===== src/rtl/axi_lite_arbiter.sv =====
// Round-robin N-to-1 AXI4-Lite arbiter with one transaction in flight.
// The granted master's channels are passed through combinationally to the slave port.
module axi_lite_arbiter #(
  parameter int NUM_MASTERS = 2,
  parameter int ADDR_WIDTH  = 32,
  parameter int DATA_WIDTH  = 32,
  parameter int STRB_WIDTH  = DATA_WIDTH/8,
  parameter int IDW         = $clog2(NUM_MASTERS)
) (
  input  logic                              clk,
  input  logic                              rst_n,
  input  logic [NUM_MASTERS*ADDR_WIDTH-1:0] m_araddr,
  input  logic [NUM_MASTERS-1:0]            m_arvalid,
  output logic [NUM_MASTERS-1:0]            m_arready,
  output logic [DATA_WIDTH-1:0]             m_rdata,
  output logic [1:0]                        m_rresp,
  output logic [NUM_MASTERS-1:0]            m_rvalid,
  input  logic [NUM_MASTERS-1:0]            m_rready,
  input  logic [NUM_MASTERS*ADDR_WIDTH-1:0] m_awaddr,
  input  logic [NUM_MASTERS-1:0]            m_awvalid,
  output logic [NUM_MASTERS-1:0]            m_awready,
  input  logic [NUM_MASTERS*DATA_WIDTH-1:0] m_wdata,
  input  logic [NUM_MASTERS*STRB_WIDTH-1:0] m_wstrb,
  input  logic [NUM_MASTERS-1:0]            m_wvalid,
  output logic [NUM_MASTERS-1:0]            m_wready,
  output logic [1:0]                        m_bresp,
  output logic [NUM_MASTERS-1:0]            m_bvalid,
  input  logic [NUM_MASTERS-1:0]            m_bready,
  output logic [ADDR_WIDTH-1:0]             s_araddr,
  output logic                              s_arvalid,
  input  logic                              s_arready,
  input  logic [DATA_WIDTH-1:0]             s_rdata,
  input  logic [1:0]                        s_rresp,
  input  logic                              s_rvalid,
  output logic                              s_rready,
  output logic [ADDR_WIDTH-1:0]             s_awaddr,
  output logic                              s_awvalid,
  input  logic                              s_awready,
  output logic [DATA_WIDTH-1:0]             s_wdata,
  output logic [STRB_WIDTH-1:0]             s_wstrb,
  output logic                              s_wvalid,
  input  logic                              s_wready,
  input  logic [1:0]                        s_bresp,
  input  logic                              s_bvalid,
  output logic                              s_bready,
  output logic                              grant_valid,
  output logic [IDW-1:0]                    grant_id
);

  localparam logic [2:0] IDLE = 3'd0, RD_A = 3'd1, RD_D = 3'd2, WR = 3'd3, WR_B = 3'd4;

  logic [2:0]             state_q, state_d;
  logic [IDW-1:0]         rr_ptr_q, rr_ptr_d, gid_q, gid_d, win;
  logic                   gvld_q, gvld_d, aw_done_q, aw_done_d, w_done_q, w_done_d, found;
  logic [NUM_MASTERS-1:0] req;
  int                     idx, gi;

  // First requester at or after rr_ptr, wrapping around.
  always_comb begin
    req   = m_arvalid | m_awvalid;
    win   = '0;
    found = 1'b0;
    idx   = 0;
    for (int k = 0; k < NUM_MASTERS; k++) begin
      idx = int'(rr_ptr_q) + k;
      if (idx >= NUM_MASTERS) idx = idx - NUM_MASTERS;
      if (!found && req[idx]) begin
        found = 1'b1;
        win   = IDW'(idx);
      end
    end
  end

  always_comb begin
    gi        = int'(gid_q);
    s_araddr  = m_araddr[gi*ADDR_WIDTH +: ADDR_WIDTH];
    s_awaddr  = m_awaddr[gi*ADDR_WIDTH +: ADDR_WIDTH];
    s_wdata   = m_wdata[gi*DATA_WIDTH +: DATA_WIDTH];
    s_wstrb   = m_wstrb[gi*STRB_WIDTH +: STRB_WIDTH];
    m_rdata   = s_rdata;
    m_rresp   = s_rresp;
    m_bresp   = s_bresp;
    s_arvalid = (state_q == RD_A) && m_arvalid[gi];
    s_rready  = (state_q == RD_D) && m_rready[gi];
    // Each write channel is masked off once its own handshake has completed.
    s_awvalid = (state_q == WR) && !aw_done_q && m_awvalid[gi];
    s_wvalid  = (state_q == WR) && !w_done_q && m_wvalid[gi];
    s_bready  = (state_q == WR_B) && m_bready[gi];
    m_arready = '0;
    m_rvalid  = '0;
    m_awready = '0;
    m_wready  = '0;
    m_bvalid  = '0;
    m_arready[gi] = (state_q == RD_A) && s_arready;
    m_rvalid[gi]  = (state_q == RD_D) && s_rvalid;
    m_awready[gi] = (state_q == WR) && !aw_done_q && s_awready;
    m_wready[gi]  = (state_q == WR) && !w_done_q && s_wready;
    m_bvalid[gi]  = (state_q == WR_B) && s_bvalid;
  end

  always_comb begin
    state_d   = state_q;
    rr_ptr_d  = rr_ptr_q;
    gid_d     = gid_q;
    gvld_d    = gvld_q;
    aw_done_d = aw_done_q;
    w_done_d  = w_done_q;
    case (state_q)
      IDLE: if (found) begin
        gid_d    = win;
        gvld_d   = 1'b1;
        rr_ptr_d = (int'(win) == NUM_MASTERS-1) ? '0 : win + IDW'(1);
        state_d  = m_arvalid[win] ? RD_A : WR;
      end
      RD_A: if (s_arvalid && s_arready) state_d = RD_D;
      RD_D: if (s_rvalid && s_rready) begin
        state_d = IDLE;
        gvld_d  = 1'b0;
      end
      WR: begin
        aw_done_d = aw_done_q | (s_awvalid & s_awready);
        w_done_d  = w_done_q | (s_wvalid & s_wready);
        if (aw_done_d && w_done_d) begin
          state_d   = WR_B;
          aw_done_d = 1'b0;
          w_done_d  = 1'b0;
        end
      end
      WR_B: if (s_bvalid && s_bready) begin
        state_d = IDLE;
        gvld_d  = 1'b0;
      end
      default: state_d = IDLE;
    endcase
  end

  always_ff @(posedge clk or negedge rst_n) begin
    if (!rst_n) begin
      state_q   <= IDLE;
      rr_ptr_q  <= '0;
      gid_q     <= '0;
      gvld_q    <= 1'b0;
      aw_done_q <= 1'b0;
      w_done_q  <= 1'b0;
    end else begin
      state_q   <= state_d;
      rr_ptr_q  <= rr_ptr_d;
      gid_q     <= gid_d;
      gvld_q    <= gvld_d;
      aw_done_q <= aw_done_d;
      w_done_q  <= w_done_d;
    end
  end

  assign grant_valid = gvld_q;
  assign grant_id    = gid_q;

endmodule


===== config.mk =====
export PLATFORM = sky130hd
export DESIGN_NAME = axi_lite_arbiter
export DESIGN_NICKNAME = d
export VERILOG_FILES = /design/src/rtl/axi_lite_arbiter.sv
export SDC_FILE = /design/constraint.sdc
export NUM_CORES = 1
export LEC_CHECK = 0
export BUFFER_PORTS_ARGS = -buffer_cell sky130_fd_sc_hd__buf_2
export CORE_AREA = 5 5 156 158
export DETAILED_ROUTE_END_ITERATION = 10
export DIE_AREA = 0 0 161 163
export GPL_TIMING_DRIVEN = 0
export PLACE_DENSITY = 0.48
export SYNTH_ARGS = -nofsm -noshare
export SYNTH_HDL_FRONTEND = slang
export SYNTH_SLANG_ARGS = --single-unit

===== constraint.sdc =====
create_clock -name clk -period 1.53 [get_ports clk]
set_clock_uncertainty 0.05 [all_clocks]
set_input_delay 0.153 -clock clk [delete_from_list [all_inputs] [get_ports clk]]
set_output_delay 0.153 -clock clk [all_outputs]
set_load 0.05 [all_outputs]

==> results.cfg, run 1 <==
[floorplan]
die_y_um = 163
start_util_pct = 9.28
core_um2 = 23000
ios = 406
rows = 56
die_w_um = 161
dieArea_um2 = 26200

[yosys]
netlist_instances = 236
synth.distinct_cells = 34
yosys-top-cells-count = mux2_2 (100), buf_4 (36), nor2_1 (17)
synth_area_leaders = mux2_2 (53%), buf_4 (13%), dfrtp_1 (9.4%), nor2_1 (3.0%), buf_2 (2.8%)
yosysWarnings = 0
synth_area_per_cell_um2 = 9.04
synth_edf_count = 0
async_flop_share_pct = 100
netlist.area_leader.share_pct = 52.8
synth_flop_cell = dfrtp_1
ys_seq_area_share_pct = 9.38
synth_fp_nets = 489
yosys.area.top_type = mux2_2
ys_seq_elements = 8
post-synth-top-count-cell = mux2_2
netlist_area_um2 = 2130

[route]
firstDrtPassIters = 4
wl_per_cell_um = 15.5
drc = 0
drt_iter0_markers = 92
dr_total_vias = 3365
via_per_inst = 3.61
wirelength_um = 14500
ant_nets = 0

[setup_path]
reg2reg_to = state_q[1]$_DFFE_PN0P_
worstPathRequired_ns = 1.33
reg2regPathDepth = 6
rrSetupSlack_ns = -0.14
crit_type = flop to output pin
endpoint_kind = output pin
cp-start-kind = flop
crit_start = grant_id$_DFFE_PN0P_
path_max_fanout = 10
cp_data_arrival_time_ns = 1.62
reg2reg_from = grant_id$_DFFE_PN0P_

[placed_design]
port_buffers = 369
dp_cells = 895
dp_slack_ns = -0.439
gp_congestion = 0.759
post-dp-hpwl_um = 11500

[finish]
utilization_pct = 26.9
layout-drive-gt1-share_pct = 94.1
syn2layout_area_growth_pct = 190
diodes = 0
stdcell_count = 931
finish.net_count = 895

[global_routing]
grt_pass1_wl_um = 18500
grt_usage_pct = 8.85
grt_max_degree = 12
grt_pass1_vias = 3282
overflow = 0
grt_antenna_before_repair = 1

[worst_hold_path]
hold_start = m_awvalid[0]
hold_path_class = input pin to flop
min_to = state_q[0]$_DFFE_PN0P_
min_delay_path_depth = 3

[sta]
fmax_ghz = 0.548
period_share_pct = 119
drv_slew = 0
finalSetupViolCount = 121
rsz0062_at_grt = true
fin_ws_ns = -0.294
relSlewSlack_pct = 71.0
finalHoldViolations = 0
worst_pin_slew_ns = 0.432
hold_ws_ns = 0.214
min_period_ns = 1.82

[cts]
cts-root-buf = clkbuf_16
clk_pin_slew_ns = 0.04
cts-htree-levels = 1
cts_tree = yes
cts.sinks = 8
insertion_delay_ns = 0.24
numCtsBuffers = 3
clockBufferDepth = 2

[run_status]
outcome = finished, violations left
violations = negative setup slack

[run]
maxCapViolCount = 0

[pwr]
peakVddDrop_mv = 0.929
power_density_nw_per_um2 = 1990
p_leak_nw = 3.18
==> stage by stage <==
stage | setup TNS, ns | power, mW | area [µm²]
CTS | -34.55 | 10.9 | 5510
global placement | -26.36 | 8.58 | 4580
detailed placement | -26.53 | 8.57 | 4580
finish | -27.90 | 12.3 | 6180
floorplan | -13.52 | 6.74 | 2370
global route | -33.67 | 12.8 | 6180
==> cell type report <==
| type | count | area [µm²] |
|---|---|---|
| Inverter | 3 | 11.3 |
| Buffer | 51 | 549 |
| Multi-Input combinational cell | 174 | 2000 |
| Tap cell | 290 | 363 |
| Timing Repair Buffer | 401 | 2980 |
| Fill cell | 2433 | 16800 |
| Clock buffer | 4 | 78.8 |
| Sequential cell | 8 | 203 |
==> worst max-delay path by stage <==
stage	endpoint	slack (ns)
final	s_wdata[21]	-0.29
after global routing	s_awaddr[15]	-0.33
after CTS	s_wstrb[1]	-0.36
after detailed placement	m_bvalid[0]	-0.44
after global placement	m_bvalid[0]	-0.40
after floorplan	s_araddr[10]	-0.17
==> cells by family after synthesis <==
kind of cell	synth area share, %
buffers and inverters	16.9
multiplexers	55.6
AO/OA/AOI/OAI	6.92
AND/OR/NAND/NOR	11.2
flip-flops	9.38
==> flip-flops by register name, summed over array words and instances, names as in the netlist <==
register and count:
grant_id 1, state_q 3, rr_ptr_q 1, w_done_q 1, grant_valid 1, aw_done_q 1
==> cells in the final DEF (no fill, tap or decap), drive strengths merged <==
master and instances:
o211ai 1, nor2 17, nand2b 3, mux2i 3, a21o 1, o22a 2
o21bai 2, or3 3, mux2 102, o21a 1, nor4 1, nand3 1
inv 3, clkbuf 8, and2 2, nand3b 1, o21ai 2, and3 6
o221ai 1, dlygate4sd3 1, nor3b 1, a211o 1, a21boi 1, dfrtp 8
nor2b 1, nand2 9, nor3 3, buf 447, a22oi 1, a21oi 5
o22ai 2, a211oi 1
==> critical path, cell delays in order, from the launching register on <==
cell and delay, ns:
dfrtp_2 0.41, buf_12 0.15, buf_16 0.15, buf_12 0.15
mux2_4 0.33, buf_6 0.16
==> layer usage <==
metal  global-route usage (%)  vias to the layer above  wire length (µm)  part of all wire (%)
met1                     11.5                     1521              5650                    39
met3                     2.99                        6              1460                    10
li1                         -                     1623                 -                     -
met5                        0                        -                20                  0.14
met2                     14.9                      213              7290                    50
met4                    0.737                        2                39                  0.27
==> power breakdown <==
part | internal (mW) | switching [mW] | total [mW]
logic | 5.15 | 6.26 | 11.4
clock network | 0.349 | 0.123 | 0.472
registers | 0.321 | 0.122 | 0.443
total | 5.82 | 6.50 | 12.3
==> what timing repair did <==
action / CTS / global route
hold buffers: 1 / 0
endpoints found under the hold margin: 8 / 0
resized for setup: 208 / 158
setup buffers: 17 / 10
gates cloned: 2 / 3
pin swaps: 17 / 21
setup endpoints to repair: 118 / 123
Power figures use the tool's default switching activity.
==> inputs of run 2 (changes only) <==
--- a/config.mk
+++ b/config.mk
@@ -11,6 +11,7 @@
 export DIE_AREA = 0 0 161 163
 export GPL_TIMING_DRIVEN = 0
 export PLACE_DENSITY = 0.48
+export SETUP_SLACK_MARGIN = 0.5
 export SYNTH_ARGS = -nofsm -noshare
 export SYNTH_HDL_FRONTEND = slang
 export SYNTH_SLANG_ARGS = --single-unit
==> run 2 against run 1 <==
Net effect: the run still ends with negative setup slack left; flip-flop and latch count unchanged; setup slack improved by 0.020 ns; via count shrank 1.4%; largest cell class unchanged.
==> results.cfg, run 2 (synthesis results as in run 1) <==
[run_status]
outcome = finished, violations left
violations = negative setup slack

[floorplan]
rows = 56
start_util_pct = 9.28
core_um2 = 23000
ios = 406
die_y_um = 163
dieArea_um2 = 26200
die_w_um = 161

[cts]
insertion_delay_ns = 0.23
clockBufferDepth = 2
cts_tree = yes
cts-htree-levels = 1
numCtsBuffers = 3
cts-root-buf = clkbuf_16
cts.sinks = 8
clk_pin_slew_ns = 0.04

[placed_design]
gp_congestion = 0.716
placed_area_um2 = 4580
port_buffers = 369
dp_slack_ns = -0.360
dp_cells = 895
post-dp-hpwl_um = 11400

[setup_path]
rrSetupSlack_ns = -0.21
cp-start-kind = flop
endpoint_kind = output pin
cp_data_arrival_time_ns = 1.60
path_max_fanout = 10
critPathTopFamily = buffers and inverters
worstPathRequired_ns = 1.33
max_stage_delay_ns = 0.42
crit_type = flop to output pin
crit_buf_inv = 4
crit_chain = buf_12 > buf_12 > buf_12 > mux2_4 > buf_6
crit_slowest_cell = dfrtp_2
cpMostUsedCell = buf_12

[sta]
relSlewSlack_pct = 67.7
fin_ws_ns = -0.274
period_share_pct = 118
timing.setup.tns_ns = -27.51
worst_pin_slew_ns = 0.480
min_period_ns = 1.80
rsz0062_at_grt = true
fmax_ghz = 0.554
hold_ws_ns = 0.215
finalHoldViolations = 0
finalSetupViolCount = 120
drv_slew = 0

[finish]
layout-drive-gt1-share_pct = 93.6
stdcell_count = 927
stdcell_area_um2 = 6280
finish.net_count = 891
regMostFlops = state_q
largest_reg_flops = 3
final_common_cell = buf_2
final_cell_mix = buf_2 (252), buf_6 (89), mux2_2 (58), buf_4 (52), mux2_4 (44)
utilization_pct = 27.3
syn2layout_area_growth_pct = 195
diodes = 0

[global_routing]
grt_max_degree = 11
grt_pass1_wl_um = 19400
grt_pass1_vias = 3562
grt_usage_pct = 9.18
grt_antenna_before_repair = 1
overflow = 0

[run]
maxCapViolCount = 0

[route]
drt_iter0_markers = 81
via_per_inst = 3.58
routed-wl-met2_um = 7680
wirelength_um = 14100
wl_met1_um = 5210
ant_nets = 0
firstDrtPassIters = 4
drc = 0
highest_layer = met4
wl_per_cell_um = 15.2
wl_met3_um = 1200
dr_total_vias = 3319

[pwr]
peakVddDrop_mv = 0.836
power_density_nw_per_um2 = 2000
p_leak_nw = 3.22
total_power_mw = 12.6

[worst_hold_path]
hold_path_class = input pin to flop
==> run 2: cell types whose count changed in the layout (fill, tap and decap cells not counted), sizes merged <==
cell	delta
clkbuf	+2
buf	-6
==> run 2: layer usage <==
layer	track usage [%]	vias to the layer above
met3	2.48	2
li1	-	1618
met2	16.8	171
met4	0.814	0
met5	0	-
met1	11.2	1528
==> run 2: power breakdown <==
group          internal, mW  total (mW)  leakage (nW)  switching (mW)
registers             0.321       0.431        0.0933           0.110
clock network         0.347       0.450        0.0382           0.102
logic                  5.40        11.7          3.09            6.30
==> run 2: worst paths after layout <==
kind                                            from                endpoint  cells after the start
worst max-delay path            grant_id$_DFFE_PN0P_             s_wdata[28]                      5
worst min register to register  rr_ptr_q$_DFFE_PN0P_    rr_ptr_q$_DFFE_PN0P_                      1
min in group asynchronous                      rst_n    rr_ptr_q$_DFFE_PN0P_                      2
worst min-delay path                       s_awready   aw_done_q$_DFFE_PN0N_                      3
worst max register to register  grant_id$_DFFE_PN0P_  state_q[0]$_DFFE_PN0P_                      6
max in group asynchronous                      rst_n  state_q[2]$_DFFE_PN0P_                      2
==> run 2: cell type report <==
cell class,count,area [µm²]
clock buffers,4,78.8
inverters,3,13.8
well taps,290,363
fillers,2459,16700
multi-input cells,174,2000
repair buffers,397,3060
flip-flops and latches,8,203
plain buffers,51,562
==> run 2: repair_timing <==
item                                    4_1_cts  5_1_grt
endpoints found under the setup margin      125      125
pin swaps                                    11       12
hold buffers                                  1        0
gates resized for setup                     318       57
cloned                                        3        4
hold endpoints to repair                      8        0
buffers inserted                             13        7
==> run 2: tightest hold or removal path: cells and delay by family <==
family | cells | cell delay, ns
and+or+nand+nor | 1 | 0.09
buffers and inverters | 1 | 0.15
AOI/OAI and AO/OA | 1 | 0.05
==> inputs of run 3 (changes only) <==
--- a/config.mk
+++ b/config.mk
@@ -10,8 +10,8 @@
 export DETAILED_ROUTE_END_ITERATION = 10
 export DIE_AREA = 0 0 161 163
 export GPL_TIMING_DRIVEN = 0
-export PLACE_DENSITY = 0.48
 export SETUP_SLACK_MARGIN = 0.5
+export SKIP_LAST_GASP = 1
 export SYNTH_ARGS = -nofsm -noshare
 export SYNTH_HDL_FRONTEND = slang
 export SYNTH_SLANG_ARGS = --single-unit
==> run 3 against run 2 <==
Net effect: clock-buffer cell count is the same; first-iteration DRC count grew 79%; the run still ends with negative setup slack left; highest routed layer unchanged; global-route usage is essentially flat; core utilization shrank 1.3 points; critical endpoint is now s_wdata[27]; largest power group unchanged; combinational power shrank 6%; design area shrank 4.9%; die area is the same; wire length grew 2.2%; sequential power grew 0.9%; clock power grew 2%; critical path type unchanged.
==> results.cfg, run 3 (synthesis results as in run 1) <==
[finish]
final_common_cell = buf_2
diodes = 0
seq_area_um2 = 201
largest_reg_flops = 3
fill_cells = 2441
syn2layout_area_growth_pct = 180
final_cell_mix = buf_2 (262), mux2_2 (76), buf_6 (75), buf_4 (71), mux2_4 (26)
utilization_pct = 26.0
stdcell_area_um2 = 5980
layout-drive-gt1-share_pct = 93.2
regMostFlops = state_q
stdcell_count = 926
multiInputGateArea_um2 = 1900
finish.net_count = 890

[pwr]
total_power_mw = 11.9
peakVddDrop_mv = 1.12
p_leak_nw = 3.06
power_density_nw_per_um2 = 2000

[sta]
drv_slew = 0
finalSetupViolCount = 121
hold_ws_ns = 0.210
fin_ws_ns = -0.282
finalHoldViolations = 0
fmax_ghz = 0.552
timing.setup.tns_ns = -26.68
period_share_pct = 118
min_period_ns = 1.81
relSlewSlack_pct = 76.3
worst_pin_slew_ns = 0.353
rsz0062_at_grt = true

[cts]
clockBufferDepth = 2
numCtsBuffers = 3
cts.sinks = 8
cts-root-buf = clkbuf_16
cts-htree-levels = 1
insertion_delay_ns = 0.24
cts_tree = yes
clk_pin_slew_ns = 0.04

[route]
drt_iter0_markers = 145
firstDrtPassIters = 4
ant_nets = 0
wl_per_cell_um = 15.6
dr_total_vias = 3362
wirelength_um = 14400
drc = 0
via_per_inst = 3.63

[floorplan]
dieArea_um2 = 26200
core_um2 = 23000
start_util_pct = 9.28
die_w_um = 161
die_y_um = 163
ios = 406
rows = 56

[setup_path]
worstPathRequired_ns = 1.33
reg2regPathDepth = 7
crit_chain = buf_12 > buf_12 > buf_12 > mux2_4 > buf_6
endpoint_kind = output pin
reg2reg_from = grant_id$_DFFE_PN0P_
cp_data_arrival_time_ns = 1.61
cp-start-kind = flop
crit_type = flop to output pin
max_stage_delay_ns = 0.41
cpMostUsedCell = buf_12
path_max_fanout = 10
crit_slowest_cell = dfrtp_2
critPathTopFamily = buffers and inverters
reg2reg_to = state_q[1]$_DFFE_PN0P_
rrSetupSlack_ns = -0.24
crit_buf_inv = 4

[global_routing]
overflow = 0
grt_antenna_before_repair = 0
grt_pass1_vias = 3596
grt_max_degree = 11
grt_usage_pct = 9.16
grt_pass1_wl_um = 19300

[run_status]
violations = negative setup slack
outcome = finished, violations left

[run]
maxCapViolCount = 0

[placed_design]
dp_cells = 895
dp_slack_ns = -0.341
port_buffers = 369
post-dp-hpwl_um = 11600
gp_congestion = 0.779
placed_area_um2 = 4580

[worst_hold_path]
hold_path_class = input pin to flop
min_to = state_q[0]$_DFFE_PN0P_
hold_start = m_awvalid[1]
min_delay_path_depth = 3
-- run 3: cell count changes in the layout (fill, tap and decap cells not counted), sizes merged --
cell | before | now
buf | 441 | 439
clkbuf | 10 | 11
-- run 3: area by class of cell --
class                   count  share of cell area, %
plain buffers              51                   9.10
clock buffers               4                   1.32
inverters                   3                  0.188
multi-input cells         174                   31.9
flip-flops and latches      8                   3.37
well taps                 290                   6.07
repair buffers            396                   48.1
-- run 3: where the power goes --
group | total [mW] | switching, mW | internal, mW
Clock | 0.459 | 0.111 | 0.348
Combinational | 11.0 | 6.10 | 4.94
Sequential | 0.435 | 0.116 | 0.319
Total | 11.9 | 6.33 | 5.60
-- run 3: worst min-delay path: stages --
cell	delay (ns)
buf_2	0.13
nor4_2	0.06
o21bai_1	0.12
-- run 3: how the worst max path moves through the flow --
stage	start	to	slack, ns	depth (start not counted)
final	grant_id$_DFFE_PN0P_	s_wdata[27]	-0.28	5
after global routing	grant_id$_DFFE_PN0P_	s_rready	-0.33	6
after CTS	grant_id$_DFFE_PN0P_	s_rready	-0.30	6
after detailed placement	grant_id$_DFFE_PN0P_	s_wdata[27]	-0.34	5
after global placement	grant_id$_DFFE_PN0P_	s_wdata[27]	-0.35	5
after floorplan	grant_id$_DFFE_PN0P_	s_araddr[0]	-0.17	4
-- run 3: layer usage --
metal	vias to the layer above	wire [µm]	global-route usage [%]
met5	-	0	0
met4	0	182	1.63
met3	11	1120	2.05
met2	191	7540	16.4
met1	1540	5590	11.4
li1	1620	-	-
-- run 3: what timing repair did --
item / 4_1_cts / 5_1_grt
endpoints found under the hold margin: 8 / 0
hold buffers: 1 / 0
setup buffers: 17 / 1
resized for setup: 217 / 72
gates cloned: 3 / 5
endpoints found under the setup margin: 125 / 124
pin swaps: 12 / 8
